**src/rtl/psram_bridge_pkg.sv**
```systemverilog
// psram_bridge_pkg: register map, bit indices, FSM states and sizing helper for the PSRAM bridge
package psram_bridge_pkg;

    localparam logic [3:0] REG_NOP      = 4'h0;
    localparam logic [3:0] REG_ADDR0    = 4'h1;
    localparam logic [3:0] REG_ADDR1    = 4'h2;
    localparam logic [3:0] REG_ADDR2    = 4'h3;
    localparam logic [3:0] REG_WDATA0   = 4'h4;
    localparam logic [3:0] REG_WDATA1   = 4'h5;
    localparam logic [3:0] REG_RDATA0   = 4'h6;
    localparam logic [3:0] REG_RDATA1   = 4'h7;
    localparam logic [3:0] REG_START_RD = 4'h8;
    localparam logic [3:0] REG_START_WR = 4'h9;
    localparam logic [3:0] REG_STATUS   = 4'hA;
    localparam logic [3:0] REG_CTRL     = 4'hB;

    localparam int ST_RDY  = 0;
    localparam int ST_DONE = 1;
    localparam int ST_ERR  = 2;

    localparam int CTRL_AUTO_INC = 0;
    localparam int CTRL_IRQ_EN   = 1;
    localparam int CTRL_LB_DIS   = 2;
    localparam int CTRL_UB_DIS   = 3;

    typedef enum logic [1:0] {IDLE, ACCESS, RECOVER} state_e;

    function automatic int cnt_width(input int access_cyc, input int recovery_cyc);
        int m;
        m = (access_cyc > recovery_cyc) ? access_cyc : recovery_cyc;
        return (m < 2) ? 1 : $clog2(m);
    endfunction

endpackage

```
**src/rtl/psram_timing_fsm.sv**
```systemverilog
// psram_timing_fsm: sequences one access (ACCESS then RECOVER) and drives registered memory strobes
module psram_timing_fsm
    import psram_bridge_pkg::*;
#(
    parameter int ACCESS_CYC   = 5,
    parameter int RECOVERY_CYC = 2
) (
    input  logic Clock,
    input  logic Resetb,
    input  logic start_rd,
    input  logic start_wr,
    output logic CE,
    output logic WE,
    output logic OE,
    output logic DQoe,
    output logic capture,
    output logic done_pulse,
    output logic busy
);

    localparam int CW = cnt_width(ACCESS_CYC, RECOVERY_CYC);

    state_e state_q, state_d;
    logic [CW-1:0] cnt_q, cnt_d;
    logic wr_q, wr_d;
    logic ce_q, ce_d, we_q, we_d, oe_q, oe_d, dqoe_q, dqoe_d;

    always_comb begin
        state_d    = state_q;
        cnt_d      = cnt_q;
        wr_d       = wr_q;
        capture    = 1'b0;
        done_pulse = 1'b0;
        case (state_q)
            IDLE: if (start_rd || start_wr) begin
                state_d = ACCESS;
                cnt_d   = CW'(ACCESS_CYC - 1);
                wr_d    = start_wr;
            end
            ACCESS: if (cnt_q == '0) begin
                state_d = RECOVER;
                cnt_d   = CW'(RECOVERY_CYC - 1);
                capture = !wr_q;
            end else cnt_d = cnt_q - 1'b1;
            RECOVER: if (cnt_q == '0) begin
                state_d    = IDLE;
                done_pulse = 1'b1;
            end else cnt_d = cnt_q - 1'b1;
            default: state_d = IDLE;
        endcase
        // strobes follow the next state so they switch on the same edge as the FSM
        ce_d   = state_d != ACCESS;
        we_d   = ce_d | !wr_d;
        oe_d   = ce_d | wr_d;
        dqoe_d = !we_d;
    end

    always_ff @(posedge Clock or negedge Resetb) begin
        if (!Resetb) begin
            state_q <= IDLE;
            cnt_q   <= '0;
            wr_q    <= 1'b0;
            ce_q    <= 1'b1;
            we_q    <= 1'b1;
            oe_q    <= 1'b1;
            dqoe_q  <= 1'b0;
        end else begin
            state_q <= state_d;
            cnt_q   <= cnt_d;
            wr_q    <= wr_d;
            ce_q    <= ce_d;
            we_q    <= we_d;
            oe_q    <= oe_d;
            dqoe_q  <= dqoe_d;
        end
    end

    assign CE   = ce_q;
    assign WE   = we_q;
    assign OE   = oe_q;
    assign DQoe = dqoe_q;
    assign busy = state_q != IDLE;

endmodule

```
**src/rtl/psram_bus_bridge.sv**
```systemverilog
// psram_bus_bridge: register-mapped bridge from the 8-bit peripheral bus to asynchronous cellular RAM
module psram_bus_bridge
    import psram_bridge_pkg::*;
#(
    parameter int ADDR_W       = 23,
    parameter int ACCESS_CYC   = 5,
    parameter int RECOVERY_CYC = 2
) (
    input  logic              Clock,
    input  logic              Resetb,
    input  logic              ChipSelect,
    input  logic              Write,
    input  logic              Read,
    input  logic [3:0]        Address,
    input  logic [7:0]        DataIn,
    output logic [7:0]        DataOut,
    output logic              Irq,
    output logic              CE,
    output logic              WE,
    output logic              OE,
    output logic              ADV,
    output logic              CRE,
    output logic              UB,
    output logic              LB,
    output logic [ADDR_W-1:0] AD,
    input  logic [15:0]       DQin,
    output logic [15:0]       DQout,
    output logic              DQoe
);

    logic [ADDR_W-1:0] ad_q, ad_d;
    logic [15:0] dq_q, dq_d, rd_q, rd_d;
    logic [3:0] ctrl_q, ctrl_d;
    logic done_q, done_d, err_q, err_d;
    logic wr, guarded, start_rd, start_wr, capture, done_pulse, busy;
    logic [23:0] ad_ext, ad_w;
    logic [7:0] rdata;

    psram_timing_fsm #(
        .ACCESS_CYC  (ACCESS_CYC),
        .RECOVERY_CYC(RECOVERY_CYC)
    ) u_fsm (
        .Clock     (Clock),
        .Resetb    (Resetb),
        .start_rd  (start_rd),
        .start_wr  (start_wr),
        .CE        (CE),
        .WE        (WE),
        .OE        (OE),
        .DQoe      (DQoe),
        .capture   (capture),
        .done_pulse(done_pulse),
        .busy      (busy)
    );

    assign wr      = ChipSelect & Write;
    assign ad_ext  = 24'(ad_q);
    assign guarded = Address inside {REG_ADDR0, REG_ADDR1, REG_ADDR2, REG_WDATA0, REG_WDATA1,
                                     REG_START_RD, REG_START_WR, REG_CTRL};

    always_comb begin
        dq_d     = dq_q;
        rd_d     = rd_q;
        ctrl_d   = ctrl_q;
        done_d   = done_q;
        err_d    = err_q;
        start_rd = 1'b0;
        start_wr = 1'b0;
        ad_w     = ad_ext;
        if (wr && busy && guarded) err_d = 1'b1;
        else if (wr) begin
            case (Address)
                REG_ADDR0:    ad_w[7:0]   = DataIn;
                REG_ADDR1:    ad_w[15:8]  = DataIn;
                REG_ADDR2:    ad_w[23:16] = DataIn;
                REG_WDATA0:   dq_d[7:0]   = DataIn;
                REG_WDATA1:   dq_d[15:8]  = DataIn;
                REG_START_RD: start_rd    = 1'b1;
                REG_START_WR: start_wr    = 1'b1;
                REG_STATUS: begin
                    if (DataIn[0]) done_d = 1'b0;
                    if (DataIn[1]) err_d  = 1'b0;
                end
                REG_CTRL:     ctrl_d      = DataIn[3:0];
                default: ;
            endcase
        end
        ad_d = ADDR_W'(ad_w);
        if (capture) rd_d = DQin;
        // completion comes last so its DONE set beats a same-cycle clear
        if (done_pulse) begin
            done_d = 1'b1;
            if (ctrl_q[CTRL_AUTO_INC]) ad_d = ad_q + 1'b1;
        end
    end

    always_ff @(posedge Clock or negedge Resetb) begin
        if (!Resetb) begin
            ad_q   <= '0;
            dq_q   <= '0;
            rd_q   <= '0;
            ctrl_q <= '0;
            done_q <= 1'b0;
            err_q  <= 1'b0;
        end else begin
            ad_q   <= ad_d;
            dq_q   <= dq_d;
            rd_q   <= rd_d;
            ctrl_q <= ctrl_d;
            done_q <= done_d;
            err_q  <= err_d;
        end
    end

    always_comb begin
        rdata = 8'h00;
        case (Address)
            REG_ADDR0:  rdata = ad_ext[7:0];
            REG_ADDR1:  rdata = ad_ext[15:8];
            REG_ADDR2:  rdata = ad_ext[23:16];
            REG_WDATA0: rdata = dq_q[7:0];
            REG_WDATA1: rdata = dq_q[15:8];
            REG_RDATA0: rdata = rd_q[7:0];
            REG_RDATA1: rdata = rd_q[15:8];
            REG_STATUS: begin
                rdata[ST_RDY]  = !busy;
                rdata[ST_DONE] = done_q;
                rdata[ST_ERR]  = err_q;
            end
            REG_CTRL:   rdata = {4'b0, ctrl_q};
            default: ;
        endcase
    end

    assign DataOut = (ChipSelect & Read) ? rdata : 8'h00;
    assign Irq     = done_q & ctrl_q[CTRL_IRQ_EN];
    assign UB      = CE | ctrl_q[CTRL_UB_DIS];
    assign LB      = CE | ctrl_q[CTRL_LB_DIS];
    assign ADV     = 1'b0;
    assign CRE     = 1'b0;
    assign AD      = ad_q;
    assign DQout   = dq_q;

endmodule

```
**config.mk**
```make
export PLATFORM = sky130hd
export DESIGN_NAME = psram_bus_bridge
export DESIGN_NICKNAME = d
export VERILOG_FILES = /design/src/rtl/psram_bridge_pkg.sv /design/src/rtl/psram_timing_fsm.sv /design/src/rtl/psram_bus_bridge.sv
export SDC_FILE = /design/constraint.sdc
export NUM_CORES = 1
export LEC_CHECK = 0
export ABC_AREA = 1
export BUFFER_PORTS_ARGS = -buffer_cell sky130_fd_sc_hd__buf_4
export CORE_MARGIN = 2
export CORE_UTILIZATION = 30
export DETAILED_ROUTE_END_ITERATION = 6
export GPL_TIMING_DRIVEN = 0
export PLACE_DENSITY = 0.48
export SLEW_MARGIN = 0
export SYNTH_ARGS = -nofsm -noshare
export SYNTH_HDL_FRONTEND = slang
export SYNTH_SLANG_ARGS = --single-unit
export TNS_END_PERCENT = 5
```
**constraint.sdc**
```tcl
create_clock -name Clock -period 2.4 [get_ports Clock]
set_clock_uncertainty 0.15 [all_clocks]
set_input_delay 0.6 -clock Clock [delete_from_list [all_inputs] [get_ports Clock]]
set_output_delay 0.6 -clock Clock [all_outputs]
set_load 0.02 [all_outputs]
```
==> results.sh, run 1 <==
export IMPL_initial_core_util_pct=30.59
export IMPL_numClockSinks=71
export IMPL_cp_top_family="buffers and inverters"
export IMPL_grt_usage_pct=19.44
export IMPL_synth_cell_types=42
export IMPL_core_um2=14480
export IMPL_die_area_um2=15750
export IMPL_instances_no_fill=906
export IMPL_numCtsBuffers=9
export IMPL_hold_buffers=0
export IMPL_ys_ff_latch=71
export IMPL_slowest_delay_ns=0.17
export IMPL_synthFlopType="dfrtp_1"
export IMPL_powerDensity_nw_per_um2=1057
export IMPL_fin_crit_sh_pct=104.3
export IMPL_htree_levels=3
export IMPL_port_buffers=86
export IMPL_start_kind="input port"
export IMPL_synth_top_area_share_pct=38.42
export IMPL_die_h_um=125.5
export IMPL_drc=0
export IMPL_cp_end_kind="output port"
export IMPL_leakagePower_nw=2.920
export IMPL_hold_path_class="in2async"
export IMPL_violations="negative setup slack"
export IMPL_drive_gt1_share_pct=29.78
export IMPL_ys_top_cells_by_area="dfrtp_1, nand2_1, inv_1"
export IMPL_async_reset_ff_share_pct=100.0
export IMPL_yosysWarnings=0
export IMPL_drt_wirelength_per_cell_um=16.90
export IMPL_std_cell_rows=44
export IMPL_place_inst=875
export IMPL_worstSkewPairLatency_ns=0.35
export IMPL_die_w_um=125.5
export IMPL_yosys_area_top_type="dfrtp_1"
export IMPL_worstPathMaxFanout=3
export IMPL_overflow=0
export IMPL_tritoncts="built"
export IMPL_ys_seq_area_share_pct=40.20
export IMPL_hpwl_mm=11.35
export IMPL_wl_mm=15.31
export IMPL_grt_pass1_vias=4254
export IMPL_num_vias=4556
export IMPL_crit_type="in2out"
export IMPL_cpMaxStageDelayCell="nor2_4"
export IMPL_crit_path_cell_trace="buf_6 -> nor2_4 -> inv_2 -> nor2_4 -> buf_6 -> nand2_1 -> o211ai_1 -> nor3_2 -> a21oi_2 -> buf_4"
export IMPL_ios=89
export IMPL_dr_first_iter_drc_count=273
export IMPL_final_setup_worst_slack_ns=-0.1025
export IMPL_synth_most_common_cell="nand2_1"
export IMPL_worst_path_buf_inv=4
export IMPL_status="finished, violations left"
export IMPL_vdd_ir_drop_worst_uv=378.1
export IMPL_avgSynthCellArea_um2=7.333
export IMPL_grt_pass1_wl_mm=23.55
export IMPL_synth_edf_count=0
export IMPL_pre_cts_slack_ns=-0.6025
export IMPL_synthTopCellsByCount="nand2_1, inv_1, dfrtp_1"
export IMPL_antenna_found_initial=0
export IMPL_slew_headroom_pct=38.25
export IMPL_hold_viol_final=0
export IMPL_clockBufferDepth=2
export IMPL_worst_ep_required_time_ns=1.65
export IMPL_grt_setup_unrepaired="yes"
export IMPL_place_congestion=0.8923
export IMPL_antenna_cells=0
export IMPL_setup_viol=8
export IMPL_fmax_ghz=0.3996
export IMPL_first_pass_iters=5
export IMPL_synth_area_um2=4429
export IMPL_min_period_ns=2.502
export IMPL_nNetsFinal=757
export IMPL_ant_nets=0
export IMPL_worstMarginPinSlew_ns=0.9263
export IMPL_stdcell_area_um2=5943
export IMPL_area_growth_pct=34.18
export IMPL_grt_max_degree=72
export IMPL_synth_cells=604
export IMPL_place_area_um2=5313
export IMPL_via_per_inst=5.029
export IMPL_crit_arrival_ns=1.75
export IMPL_slew_violations=0
export IMPL_drv_cap=0
export IMPL_path_clk_slew_ns=0.06
export IMPL_cts_root_buf="clkbuf_16"
-- path summary, 6_finish.rpt --
check                                     from         end  slack [ns]  cells past startpoint
max in group asynchronous               Resetb    rd_q[11]        1.25                      1
min in group Clock                     DQin[7]     rd_q[7]        0.33                      2
worst min register to register           err_q       err_q        0.34                      2
worst min-delay path                    Resetb      AD[11]        0.24                      1
worst max-delay path                Address[2]  DataOut[0]       -0.10                     10
worst max register to register  u_fsm.cnt_q[0]      AD[11]        0.09                     12
-- logic make-up (layout without fill, tap and decap cells) --
kind of cell    Yosys count  after routing  synth area share, %
other cells               1              2              0.08466
buf+inv                 110            227                10.68
fa+ha+maj                 7              7                1.977
xor+xnor                  1              1               0.1978
compound gates           95             95                11.69
simple gates            303            303                31.10
mux                      16             16                4.068
flops                    71             71                40.20
-- area by class of cell --
type | count | area (um2)
fill | 1544 | 8536
multi-input combinational | 424 | 2342
sequential | 71 | 1780
timing repair buffer | 101 | 788.3
inverter | 93 | 354.1
clock buffer | 12 | 256.5
tap | 184 | 230.2
buffer | 17 | 137.6
clock inverter | 4 | 53.80
-- registers in the layout (all words and copies together), names as in the netlist --
| register | flops |
|---|---|
| done_q | 1 |
| u_fsm.CE | 1 |
| ctrl_q | 4 |
| u_fsm.OE | 1 |
| u_fsm.cnt_q | 3 |
| DQout | 16 |
| u_fsm.wr_q | 1 |
| AD | 23 |
| err_q | 1 |
| rd_q | 16 |
| u_fsm.WE | 1 |
| u_fsm.DQoe | 1 |
| u_fsm.state_q | 2 |
-- where the power goes --
part | switching (W) | total, W | internal (W)
combinational | 0.00157 | 0.00259 | 0.00102
sequential | 0.000583 | 0.00228 | 0.00170
clock | 0.000546 | 0.00141 | 0.000864
-- layer usage --
metal	up-vias	global-route usage [%]	share of wire, %
li1	2202	-	-
met1	2147	27.42	46
met2	182	29.44	45
met3	25	4.065	7.0
met4	0	7.059	2.4
met5	-	0	0
-- through the flow --
| step | TNS (ns) | util (%) | total power (W) | hold WS (ns) |
|---|---|---|---|---|
| finish | -0.5869 | 41.05 | 0.006280 | 0.2418 |
| global route | -1.406 | 41.05 | 0.006713 | 0.3303 |
| CTS | -1.132 | 40.10 | 0.006263 | 0.2947 |
| detailed placement | -3.658 | 36.69 | 0.004802 | 0.3291 |
| global placement | -3.558 | 36.69 | 0.004765 | 0.3207 |
| floorplan | -0.1698 | - | 0.003678 | 0.1544 |
-- layout by cell type (no fill, tap or decap), drive strengths merged --
| master | count |
|---|---|
| ha | 7 |
| a21oi | 28 |
| o211ai | 3 |
| clkinv | 1 |
| conb | 2 |
| or2 | 2 |
| nand2 | 167 |
| nor2 | 49 |
| buf | 116 |
| nand3 | 50 |
| o221ai | 1 |
| a31oi | 1 |
| nand4 | 28 |
| nand3b | 1 |
| nor3 | 4 |
| inv | 93 |
| xnor2 | 1 |
| o21a | 2 |
| bufinv | 1 |
| dfrtp | 68 |
| o22ai | 5 |
| a22o | 2 |
| mux2 | 16 |
| o21ai | 50 |
| clkinvlp | 2 |
| o31ai | 2 |
| dfstp | 3 |
| clkbuf | 14 |
| nor4 | 1 |
| nor3b | 1 |
| a21o | 1 |
-- timing repair --
action | 4_1_cts | 5_1_grt
cloned | 0 | 0
pin swaps | 12 | 12
gates resized for setup | 40 | 39
buffers inserted | 11 | 4
endpoints found under the setup margin | 19 | 19
Power figures use the tool's default switching activity.
==> run 2: changes to the inputs <==
Settings changed: ABC_AREA 1 to default, GPL_TIMING_DRIVEN 0 to default.
==> results.sh, run 2 <==
export IMPL_status="finished, violations left"
export IMPL_violations="negative setup slack"
export IMPL_port_buffers=86
export IMPL_ios=89
export IMPL_powerDensity_nw_per_um2=991.4
export IMPL_drv_cap=0
export IMPL_worst_ep_required_time_ns=1.65
export IMPL_reg2reg_slack_ns=0.19
export IMPL_stdcell_area_um2=6286
export IMPL_final_setup_worst_slack_ns=-0.07364
export IMPL_ys_top_cells_by_area="dfrtp_1, mux2_2, mux2i_1"
export IMPL_synth_cell_types=67
export IMPL_clockBufferDepth=2
export IMPL_place_inst=737
export IMPL_ant_nets=0
export IMPL_fin_crit_sh_pct=103.1
export IMPL_leakagePower_nw=2.830
export IMPL_place_congestion=0.8787
export IMPL_ys_seq_area_share_pct=41.66
export IMPL_pre_cts_slack_ns=-0.2328
export IMPL_whs_ns=0.02409
export IMPL_synthTopCellsByCount="dfrtp_1, mux2_2, nor2_1"
export IMPL_slew_violations=0
export IMPL_path_clk_slew_ns=0.06
export IMPL_mostFrequentLayoutCell="buf_4"
export IMPL_hpwl_mm=11.37
export IMPL_cp_end_kind="output port"
export IMPL_worstSkewPairLatency_ns=0.35
export IMPL_initial_core_util_pct=30.79
export IMPL_antenna_found_initial=0
export IMPL_grt_usage_pct=20.54
export IMPL_die_w_um=123.4
export IMPL_htree_levels=3
export IMPL_synth_cells=431
export IMPL_min_period_ns=2.474
export IMPL_wl_mm=15.02
export IMPL_hold_viol_final=0
export IMPL_hold_path_class="in2async"
export IMPL_drc=0
export IMPL_largest_reg_flops=23
export IMPL_yosys_area_top_type="dfrtp_1"
export IMPL_power_w=0.006232
export IMPL_instances_no_fill=771
export IMPL_num_vias=4092
export IMPL_grt_max_degree=47
export IMPL_dr_wl_met2_mm=6.842
export IMPL_numClockSinks=71
export IMPL_final_cell_mix="buf_4, dfrtp_1, mux2_2"
export IMPL_synth_edf_count=0
export IMPL_numCtsBuffers=9
export IMPL_crit_type="in2out"
export IMPL_ys_ff_latch=71
export IMPL_start_kind="input port"
export IMPL_via_per_inst=5.307
export IMPL_overflow=0
export IMPL_fmax_ghz=0.4043
export IMPL_met3_length_um=863
export IMPL_drt_met1_wl_mm=6.783
export IMPL_nNetsFinal=626
export IMPL_top_layer="met4"
export IMPL_setup_viol=8
export IMPL_synth_area_um2=4274
export IMPL_avgSynthCellArea_um2=9.917
export IMPL_crit_arrival_ns=1.72
export IMPL_antenna_cells=0
export IMPL_synth_most_common_cell="dfrtp_1"
export IMPL_place_area_um2=5604
export IMPL_grt_pass1_vias=4009
export IMPL_die_area_um2=15220
export IMPL_area_growth_pct=47.07
export IMPL_std_cell_rows=43
export IMPL_die_h_um=123.4
export IMPL_drt_wirelength_per_cell_um=19.48
export IMPL_drive_gt1_share_pct=45.85
export IMPL_dr_first_iter_drc_count=241
export IMPL_hold_buffers=0
export IMPL_worstPathMaxFanout=10
export IMPL_cts_root_buf="clkbuf_16"
export IMPL_yosysWarnings=0
export IMPL_core_um2=13880
export IMPL_grt_pass1_wl_mm=23.02
export IMPL_vdd_ir_drop_worst_uv=573.1
export IMPL_synth_top_area_share_pct=39.81
export IMPL_grt_setup_unrepaired="yes"
export IMPL_tritoncts="built"
export IMPL_synthFlopType="dfrtp_1"
export IMPL_async_reset_ff_share_pct=100.0
export IMPL_first_pass_iters=4
==> run 2: cell count changes after synthesis, sizes merged, moves of 13 or more <==
cell,previous run,this run
a211oi,0,16
inv,92,14
mux2,16,38
mux2i,0,14
nand2,167,19
nand3,50,13
nand4,28,9
nor2,49,36
o21ai,50,15
==> run 2: layout make-up <==
cell class / count / area, um2
Fill cell: 1355 / 7595
Tap cell: 180 / 225.2
Multi-Input combinational cell: 323 / 2509
Sequential cell: 71 / 1782
Timing Repair Buffer: 167 / 1419
Clock inverter: 7 / 73.82
Inverter: 14 / 52.55
Clock buffer: 9 / 225.2
==> run 2: cell families after synthesis <==
| kind of cell | count (synthesis) | share of synthesized area [%] |
|---|---|---|
| flops | 71 | 41.66 |
| mux | 52 | 13.29 |
| buf+inv | 38 | 4.098 |
| simple gates | 161 | 21.90 |
| other cells | 1 | 0.08774 |
| compound gates | 101 | 16.92 |
| fa+ha+maj | 7 | 2.049 |
==> run 2: path summary, 6_finish.rpt <==
check,depth (start not counted),startpoint,endpoint
setup reg to reg,7,u_fsm.state_q[0],AD[16]
hold / removal,1,Resetb,u_fsm.cnt_q[0]
max in group asynchronous,2,Resetb,u_fsm.CE
hold reg to reg,1,done_q,done_q
setup / recovery,6,Address[0],DataOut[0]
min in group Clock,2,DQin[5],rd_q[5]
==> run 2: layer usage <==
metal  global-route usage (%)  vias up
li1                         -     1929
met4                    9.517        0
met5                        0        -
met3                    5.212       33
met2                    30.63      134
met1                    27.83     1996
==> run 2: where the power goes <==
part	switching [W]	total [W]	leakage, nW	internal, W
clock network	0.000550	0.00136	0.145	0.000806
registers	0.000550	0.00223	0.858	0.00168
logic	0.00133	0.00265	1.83	0.00132
total	0.00243	0.00623	2.83	0.00380
==> run 2: repair_timing <==
item,4_1_cts,5_1_grt
endpoints found under the setup margin,8,8
pin swaps,13,12
setup buffers,6,11
gates cloned,1,1
resized for setup,29,21
==> run 2: metrics by stage <==
| stage | setup TNS (ns) | util [%] |
|---|---|---|
| after detailed placement | -1.448 | 40.37 |
| after global placement | -1.352 | 40.37 |
| after floorplan | -0.5619 | - |
| after CTS | -0.5893 | 43.93 |
| after global routing | -0.7966 | 45.29 |
| final | -0.3769 | 45.29 |
==> run 2: worst max-delay path, cell delays in order <==
cell	delay, ns
buf_6	0.13
buf_12	0.13
nand2b_1	0.10
o32a_1	0.35
a31oi_2	0.23
buf_4	0.18
==> run 3: changes to the inputs <==
Settings changed: PLACE_DENSITY 0.48 to 0.56.
==> results.sh, run 3 (same netlist as run 2, synthesis figures left out) <==
export IMPL_die_h_um=123.4
export IMPL_fmax_ghz=0.4019
export IMPL_cpMaxStageDelayCell="o32a_1"
export IMPL_start_kind="input port"
export IMPL_grt_pass1_wl_mm=23.21
export IMPL_antenna_cells=0
export IMPL_violations="negative setup slack"
export IMPL_worst_ep_required_time_ns=1.65
export IMPL_worstReg2RegEnd="AD[17]"
export IMPL_fin_crit_sh_pct=103.7
export IMPL_slew_headroom_pct=65.27
export IMPL_status="finished, violations left"
export IMPL_cts_root_buf="clkbuf_16"
export IMPL_leakagePower_nw=2.723
export IMPL_hpwl_mm=11.27
export IMPL_htree_levels=3
export IMPL_cp_end_kind="output port"
export IMPL_r2r_start="u_fsm.state_q[0]"
export IMPL_final_setup_worst_slack_ns=-0.08798
export IMPL_via_per_inst=5.438
export IMPL_numClockSinks=71
export IMPL_worstMarginPinSlew_ns=0.5209
export IMPL_ant_nets=0
export IMPL_place_area_um2=5559
export IMPL_clockBufferDepth=2
export IMPL_fillerInstances=1332
export IMPL_reg2reg_slack_ns=0.13
export IMPL_grt_busiest_layer="met2"
export IMPL_first_pass_iters=4
export IMPL_min_period_ns=2.488
export IMPL_wl_mm=14.89
export IMPL_hold_path_class="in2async"
export IMPL_r2r_cells=7
export IMPL_worstSkewPairLatency_ns=0.35
export IMPL_grt_pass1_vias=3993
export IMPL_num_vias=4106
export IMPL_drive_gt1_share_pct=42.96
export IMPL_antenna_found_initial=0
export IMPL_drc=0
export IMPL_mostFrequentLayoutCell="buf_4"
export IMPL_ios=89
export IMPL_grt_use_met1_pct=28.76
export IMPL_core_um2=13880
export IMPL_stdcell_area_um2=6092
export IMPL_nNetsFinal=610
export IMPL_die_area_um2=15220
export IMPL_final_cell_mix="buf_4, dfrtp_1, mux2_2"
export IMPL_vdd_ir_drop_worst_uv=394.0
export IMPL_powerDensity_nw_per_um2=1004
export IMPL_numCtsBuffers=9
export IMPL_crit_path_cell_trace="buf_12 -> buf_6 -> nand2b_4 -> o32a_1 -> a31oi_2 -> buf_4"
export IMPL_grt_use_met2_pct=30.43
export IMPL_initial_core_util_pct=30.79
export IMPL_worstPathMaxFanout=10
export IMPL_overflow=0
export IMPL_hold_viol_final=0
export IMPL_dr_first_iter_drc_count=294
export IMPL_area_growth_pct=42.54
export IMPL_place_congestion=0.9374
export IMPL_port_buffers=86
export IMPL_largest_reg_flops=23
export IMPL_grt_max_degree=37
export IMPL_grt_setup_unrepaired="yes"
export IMPL_slowest_delay_ns=0.33
export IMPL_drv_cap=0
export IMPL_std_cell_rows=43
export IMPL_tritoncts="built"
export IMPL_slew_violations=0
export IMPL_crit_type="in2out"
export IMPL_path_clk_slew_ns=0.06
export IMPL_gr_usage_met3_pct=3.552
export IMPL_crit_arrival_ns=1.74
export IMPL_die_w_um=123.4
export IMPL_tns_ns=-0.3552
export IMPL_drt_wirelength_per_cell_um=19.72
export IMPL_grt_usage_pct=20.57
export IMPL_setup_viol=7
==> run 3: cell count changes in the layout (fill, tap and decap cells not counted), sizes merged <==
cell    delta
clkbuf     +3
buf       -15
clkinv     -4
==> run 3: worst max-delay path by stage <==
| stage | startpoint | endpoint | cells past startpoint |
|---|---|---|---|
| 2_1_floorplan | Address[0] | DataOut[3] | 6 |
| 3_5_place_dp | Address[1] | DataOut[2] | 7 |
| 6_report | Address[1] | DataOut[0] | 6 |
| 5_1_grt | Address[1] | DataOut[1] | 6 |
| 3_3_place_gp | Address[1] | DataOut[2] | 7 |
| 4_1_cts | Address[2] | DataOut[0] | 7 |
==> run 3: worst max-delay path, delay by kind of cell <==
| family | cells | cell delay, ns |
|---|---|---|
| simple gates | 1 | 0.14 |
| buf+inv | 3 | 0.44 |
| compound gates | 2 | 0.55 |
==> run 3: per-layer routing <==
layer  wire, um  share of wire [%]
met5          0                  0
met2       6531                 44
met4        540                3.6
met1       6940                 47
met3        875                5.9
==> run 3: final cells by class <==
class,count,area [um2],area share (%)
multi-input combinational,323,2481,40.73
sequential,71,1782,29.25
timing repair buffer,151,1259,20.66
clock buffer,13,250.2,4.108
tap,180,225.2,3.697
inverter,14,52.55,0.8626
clock inverter,3,42.54,0.6983
==> run 3: timing repair <==
item                                    CTS  global route
endpoints found under the hold margin     0             0
hold buffers                              0             0
setup buffers                             1             1
pin swaps                                13             3
endpoints found under the setup margin    8            19
gates resized for setup                  38            10
cloned                                    1             0
==> run 3: power by group <==
group	switching (W)	internal, W	leakage [nW]
clock network	0.000502	0.000832	0.140
registers	0.000567	0.00168	0.858
logic	0.00132	0.00122	1.73
total	0.00239	0.00373	2.72
==> run 3: stage by stage <==
stage                     utilization, %  hold WS [ns]  worst slack (ns)  std cells  power, W
after global placement             40.05        0.3276           -0.1709        736  0.004629
after CTS                          43.49       0.08811          -0.06921        754  0.006112
final                              43.89       0.07148          -0.08798        755  0.006119
after detailed placement           40.05        0.3271           -0.1865        736  0.004677
after global routing               43.89        0.1072           -0.1217        755  0.006482
after floorplan                        -        0.1544          -0.09843        432  0.003499
